[src/rtl/gate_array_regs.sv]
// Gate array register file: decodes Z80 I/O writes and holds the pen, ink, border,
// mode, ROM and RAM configuration. It also provides the interrupt acknowledge and clear pulses.
`timescale 1ns/1ps
module gate_array_regs #(
    parameter logic [4:0] INK_RESET  = 5'd20,
    parameter logic [1:0] MODE_RESET = 2'd1,
    parameter bit         MODE_SYNC  = 1'b1
) (
    input  logic       clk,
    input  logic       n_reset,
    input  logic [7:0] cpu_addr,
    input  logic [7:0] cpu_data,
    input  logic       n_iorq,
    input  logic       n_wr,
    input  logic       n_m1,
    input  logic       hsync_n,
    input  logic [3:0] pen,
    output logic [4:0] color,
    output logic [4:0] border_color,
    output logic [1:0] mode,
    output logic       lower_rom_dis,
    output logic       upper_rom_dis,
    output logic [2:0] ram_config,
    output logic       int_ack,
    output logic       int_clear
);

    typedef enum logic [1:0] {
        FN_SELECT = 2'b00,
        FN_INK    = 2'b01,
        FN_CONFIG = 2'b10,
        FN_RAM    = 2'b11
    } func_e;

    logic [4:0] ink_q [16];
    logic [4:0] ink_d [16];
    logic [4:0] border_q, border_d;
    logic [3:0] pen_sel_q, pen_sel_d;
    logic       border_sel_q, border_sel_d;
    logic [1:0] pending_q, pending_d;
    logic [1:0] mode_q, mode_d;
    logic       lrom_q, lrom_d;
    logic       urom_q, urom_d;
    logic [2:0] ram_q, ram_d;
    logic       armed_q, armed_d;
    logic       ack_armed_q, ack_armed_d;
    logic       int_clear_q, int_clear_d;
    logic       hsync_q, hsync_d;

    logic       wr_cond, strobe, ack_cond, hsync_fall;
    func_e      func;
    logic       unused_addr;

    assign unused_addr = ^cpu_addr[5:0];

    always_comb begin
        wr_cond    = !n_iorq && !n_wr && n_m1 && !cpu_addr[7] && cpu_addr[6];
        strobe     = wr_cond && armed_q;
        ack_cond   = !n_m1 && !n_iorq;
        func       = func_e'(cpu_data[7:6]);
        // Edge is registered previous level against the live input.
        hsync_fall = hsync_q && !hsync_n;

        ink_d        = ink_q;
        border_d     = border_q;
        pen_sel_d    = pen_sel_q;
        border_sel_d = border_sel_q;
        pending_d    = pending_q;
        lrom_d       = lrom_q;
        urom_d       = urom_q;
        ram_d        = ram_q;
        int_clear_d  = 1'b0;
        armed_d      = !wr_cond;
        ack_armed_d  = !ack_cond;
        hsync_d      = hsync_n;

        if (strobe) begin
            case (func)
                FN_SELECT: begin
                    border_sel_d = cpu_data[4];
                    pen_sel_d    = cpu_data[3:0];
                end
                FN_INK: begin
                    if (border_sel_q) border_d = cpu_data[4:0];
                    else              ink_d[pen_sel_q] = cpu_data[4:0];
                end
                FN_CONFIG: begin
                    pending_d   = cpu_data[1:0];
                    lrom_d      = cpu_data[2];
                    urom_d      = cpu_data[3];
                    int_clear_d = cpu_data[4];
                end
                FN_RAM: ram_d = cpu_data[2:0];
                default: ;
            endcase
        end

        // Mode samples the old pending value, so a same-cycle config write waits.
        mode_d = mode_q;
        if (MODE_SYNC) begin
            if (hsync_fall) mode_d = pending_q;
        end else begin
            mode_d = pending_q;
        end

        int_ack       = ack_cond && ack_armed_q;
        color         = ink_q[pen];
        border_color  = border_q;
        mode          = mode_q;
        lower_rom_dis = lrom_q;
        upper_rom_dis = urom_q;
        ram_config    = ram_q;
        int_clear     = int_clear_q;
    end

    always_ff @(posedge clk or negedge n_reset) begin
        if (!n_reset) begin
            ink_q        <= '{default: INK_RESET};
            border_q     <= INK_RESET;
            pen_sel_q    <= '0;
            border_sel_q <= 1'b0;
            pending_q    <= MODE_RESET;
            mode_q       <= MODE_RESET;
            lrom_q       <= 1'b0;
            urom_q       <= 1'b0;
            ram_q        <= '0;
            armed_q      <= 1'b1;
            ack_armed_q  <= 1'b1;
            int_clear_q  <= 1'b0;
            hsync_q      <= 1'b1;
        end else begin
            ink_q        <= ink_d;
            border_q     <= border_d;
            pen_sel_q    <= pen_sel_d;
            border_sel_q <= border_sel_d;
            pending_q    <= pending_d;
            mode_q       <= mode_d;
            lrom_q       <= lrom_d;
            urom_q       <= urom_d;
            ram_q        <= ram_d;
            armed_q      <= armed_d;
            ack_armed_q  <= ack_armed_d;
            int_clear_q  <= int_clear_d;
            hsync_q      <= hsync_d;
        end
    end

endmodule

[config.mk]
export PLATFORM = sky130hd
export DESIGN_NAME = gate_array_regs
export DESIGN_NICKNAME = d
export VERILOG_FILES = /design/src/rtl/gate_array_regs.sv
export SDC_FILE = /design/constraint.sdc
export NUM_CORES = 1
export LEC_CHECK = 0
export ABC_AREA = 1
export BUFFER_PORTS_ARGS = -buffer_cell sky130_fd_sc_hd__buf_4
export CAP_MARGIN = 15
export CORE_MARGIN = 2
export CORE_UTILIZATION = 40
export CTS_CLUSTER_SIZE = 20
export DETAILED_ROUTE_END_ITERATION = 6
export SLEW_MARGIN = 20
export SYNTH_ARGS = -nofsm -noshare
export SYNTH_HDL_FRONTEND = slang
export SYNTH_SLANG_ARGS = --single-unit
[constraint.sdc]
create_clock -name clk -period 2.4 [get_ports clk]
set_clock_uncertainty 0.2 [all_clocks]
set_input_delay 0.12 -clock clk [delete_from_list [all_inputs] [get_ports clk]]
set_output_delay 0.12 -clock clk [all_outputs]
set_load 0.01 [all_outputs]
After elaboration in Yosys (flattened, before gate mapping)

Cells that the tools add are included.

Bits in registers: 103

Order comparisons: 3
Equality and inequality tests: 3
Multiplexer cells: 8
Bitwise logic cells: 3
Reduce and logical (&&, ||, !) cells: 22

Operators by type and width:

| kind                                                        | count |
|---|---|
| bitwise mux 80 bit                                          | 1 |
| binary-select mux 5 bit (select 4 bit)                      | 1 |
| demux 5 bit (select 4 bit)                                  | 1 |
| two-way mux 5 bit                                           | 3 |
| >= comparator 5 bit (second input constant)                 | 2 |
| inverter 4 -> 5 bit                                         | 2 |
| logical AND 1 bit                                           | 9 |
| logical NOT 1 bit                                           | 7 |
| AND reduction 2 bit                                         | 3 |
| AND reduction 3 bit                                         | 2 |
| less-than comparator 5 x 1 -> 1 bit (second input constant) | 1 |
| == test 2 bit (second input constant)                       | 2 |
| == test 2 x 1 -> 1 bit (second input constant)              | 1 |
| logical NOT 2 bit                                           | 1 |
| two-way mux 1 bit                                           | 2 |
| inverter 1 bit                                              | 1 |

Logic depth before layout (Yosys ltp)

Depth after elaboration: 7
Depth in mapped cells: 9
Depth with buffers taken out: 7

Least setup slack after synthesis

OpenSTA, ideal clock, no wires.

Kind: register to register
From: reg armed_q
To: reg ink_q[10] (netlist bit)
Library setup time: 66 ps
Arrival time: 1,330 ps
Required time: 2,134 ps
Path slack: 805 ps
Stages on the path, launching flop included: 8
Buffers on the path: 3
Period minus slack after synthesis: 1,595 ps
Path through: dfstp_2 > buf_2 > inv_2 > nor3_2 > buf_4 > buf_2 > nand4_1 > nand2_1

Cells in the longest elaborated chain, start to end: 2

Ends and longest elaborated chain:

| what                                 | RTL line | RTL |
|---|---|---|
| from (decl)                          | 45       | `logic armed_q, armed_d;` |
| from (signal assigned)               | 141      | `armed_q <= armed_d;` |
| logical AND 1 bit                    | 58       | `strobe = wr_cond && armed_q;` |
| AND reduction 3 bit (no source line) | --       |  |
| to (signal assigned)                 | 132      | `ink_q <= ink_d;` |
| to (decl)                            | 35       | `logic [4:0] ink_q [16];` |

Every way passes these cells.
A chain may end at the register's enable or synchronous reset.

Worst setup path after layout

From: in cpu_data[6]
To: reg pending_q[0]

Cells in the longest elaborated chain, start to end: 2

Ends and longest elaborated chain:

| what                                 | RTL line | RTL |
|---|---|---|
| from (decl)                          | 12       | `input logic [7:0] cpu_data,` |
| == test 2 bit                        | 78       | `case (func)` |
| AND reduction 2 bit (no source line) | --       |  |
| to (signal assigned)                 | 136      | `pending_q <= pending_d;` |
| to (decl)                            | 40       | `logic [1:0] pending_q, pending_d;` |

Every way passes these cells.

==> flow_summary.yaml <==
power:
  p_per_area_mw_per_mm2: 630.4
  seqPwrFrac: 0.456
  swShare: 0.2538
  leakagePower_nw: 3.222
  peakVddDrop_mv: 0.4080
  power_frac_comb: 0.121
  p_int_mw: 3.006
  power_switching_mw: 1.022
  pwr-share-clk: 0.422
synthesis:
  ys_types: 17
  synthCells: 746
  ys_warn_count: 0
  syn_area_per_cell_um2: 7.286
  synth_fp_nets: 772
  ys_seq_area_frac: 0.4832
  ys_ff_latch: 103
  syn_area_mm2: 0.005435
final_layout:
  instances_no_fill: 955
  final_cell_mix: "nand2_1 (315), nand4_1 (96), nand3_1 (78)"
  drive_gt1_frac: 0.1451
  fillCellCount: 1335
  area_growth_pct: 17.56
  fin_nets: 800
  diodes: 0
  layout_commonest_cell: "nand2_1"
global_route:
  grt_max_degree: 76
  grt_first_pass_wirelength_mm: 24.63
  antenna_found_initial: 0
  grt_pass1_vias: 4928
  overflow: 0
  grt_use_total: 0.2163
sta:
  period_minus_slack_ns: 2.216
  finalCritPeriodShare: 0.9235
  hold_viol: 0
  rsz0062_at_grt: "no"
  setup_slack_ns: 0.1836
  slew_viol_final: 0
  tightest_slew_ns: 0.5876
  fmax_ghz: 0.4512
  fin_setup_tns_ns: 0
  final-setup-viol-count: 0
  relSlewSlack: 0.6078
floorplan:
  coreArea_mm2: 0.01324
  die_height_um: 120.6
  row_count: 42
  dieWidth_um: 120.6
  die_area_mm2: 0.01454
  start_util: 0.4104
  ios: 45
clock_network:
  htree_levels: 3
  clkLatencyLatePin_ns: 0.35
  cts.sinks: 103
  cts_setup_buffers: 0
  cts_made_buffers: 9
  clock_path_buffers: 2
  cts-root-buf: "clkbuf_16"
  cts_tree: "yes"
  clk_pin_slew_ns: 0.07
outcome:
  status: "completed"
routing:
  drt_wl_total_mm: 14.93
  vias: 5121
  drc: 0
  routedWlPerCell_um: 15.64
  drt_pass1_iterations: 6
  via_per_inst: 5.362
  ant_nets: 0
  drtIter0Drc: 488
setup_path:
  worst-path-max-fanout: 4
  cp-start-kind: "input port"
  path_buf_inv: 4
  critPathCaptureType: "register"
  crit_type: "in -> reg"
  cp_cell_sequence: "dlygate4sd3_1 > buf_4 > nor2_1 > dlygate4sd3_1 > nand3_1 > dlygate4sd3_1 > nand2_1"
  crit_arrival_ns: 2.32
  worstPathRequired_ns: 2.50
  critPathMaxStageDelay_ns: 0.64
  path_common_cell: "dlygate4sd3_1"
  crit_slowest_cell: "dlygate4sd3_1"
  critical-path-top-delay-family: "buffers and inverters"
placement:
  portBuffers: 37
  dp_hpwl_mm: 9.460
  place_ws_ns: 0.5870
  dp.cells: 925
  place.gp.congestion: 0.8274
hold_path:
  hp-class: "in -> async"
flow_run:
  drv_cap: 0
## synthesized netlist by cell type (all sizes together)
| cell | number | share of area |
|---|---|---|
| nor2 | 23 | 0.017 |
| clkinv | 1 | 0.00069 |
| inv | 78 | 0.054 |
| dfrtp | 64 | 0.29 |
| buf | 20 | 0.019 |
| or2 | 1 | 0.0012 |
| clkbuf | 28 | 0.019 |
| nor3 | 1 | 0.0018 |
| dfstp | 39 | 0.19 |
| nand2 | 315 | 0.22 |
| nand4 | 96 | 0.11 |
| mux2 | 2 | 0.0041 |
| nand3 | 78 | 0.072 |
## power by group through the flow
| stage | clock network, mW | registers (mW) | logic (mW) |
|---|---|---|---|
| finish | 1.70 | 1.84 | 0.488 |
| global route | 1.81 | 1.85 | 0.542 |
| CTS | 1.75 | 1.84 | 0.489 |
| detailed placement | 0 | 1.87 | 0.472 |
| global placement | 0 | 1.87 | 0.463 |
| floorplan | 0 | 1.87 | 0.251 |
## registers in the layout, summed over array words and instances (netlist names)
register       cells
pending_q          2
int_clear          1
mode               2
armed_q            1
hsync_q            1
border_color       5
ram_config         3
pen_sel_q          4
upper_rom_dis      1
ink_q             80
lower_rom_dis      1
ack_armed_q        1
border_sel_q       1
## through the flow
stage	util	hold WS (ns)	instance area [µm²]	total power [mW]
5_1_grt	0.4825	0.1409	6390	4.198
3_5_place_dp	0.4458	-0.05890	5903	2.339
3_3_place_gp	0.4458	-0.05922	5903	2.330
4_1_cts	0.4825	0.09595	6390	4.077
2_1_floorplan	-	-0.3756	5435	2.119
6_report	0.4825	0.09822	6390	4.028
## cells by family after synthesis
logic type | after synthesis | synth area share
buffers and inverters | 127 | 0.09300
and+or+nand+nor | 514 | 0.4197
muxes | 2 | 0.004143
DFF | 103 | 0.4832
## timing repair
| item | 4_1_cts | 5_1_grt |
|---|---|---|
| hold buffers | 14 | 0 |
| endpoints found under the hold margin | 161 | 0 |
| gates resized for setup | 0 | 0 |
## metal layers
layer / vias to the layer above / global-route usage / wire length [µm]
met5: - / 0 / 0
met4: 0 / 0.06177 / 183
met3: 19 / 0.04906 / 987
met2: 193 / 0.3425 / 6879
met1: 2444 / 0.2977 / 6881
li1: 2465 / - / -
## worst register-to-register path, cell delays in order, from the launching register on
cell,delay (ns)
dfstp_2,0.54
inv_2,0.04
nor3_4,0.23
buf_4,0.30
nand3_1,0.11
dlygate4sd3_1,0.58
nand2_1,0.07
## final timing paths
path	end	startpoint	slack, ns	cells past startpoint
setup / recovery	pending_q[0]$_DFFE_PN1P_	cpu_data[6]	0.18	7
hold / removal	ink_q[40]$_DFFE_PN0P_	n_reset	0.1	2
setup reg to reg	pending_q[0]$_DFFE_PN1P_	armed_q$_DFF_PN1_	0.28	6
hold reg to reg	ink_q[62]$_DFFE_PN1P_	ink_q[62]$_DFFE_PN1P_	0.26	2
max in group asynchronous	border_color[4]$_DFFE_PN1P_	n_reset	1.14	3
min in group clk	armed_q$_DFF_PN1_	n_iorq	0.16	6
## layout make-up
class,count,area [µm²],area share
tap,176,220.2,0.03446
multi-input combinational,516,2315,0.3622
clock buffer,10,239.0,0.03740
sequential,103,2626,0.4110
timing repair buffer,65,585.6,0.09164
clock inverter,6,107.6,0.01684
inverter,79,296.5,0.04641
Note: power is estimated with default switching activity, not from simulation.
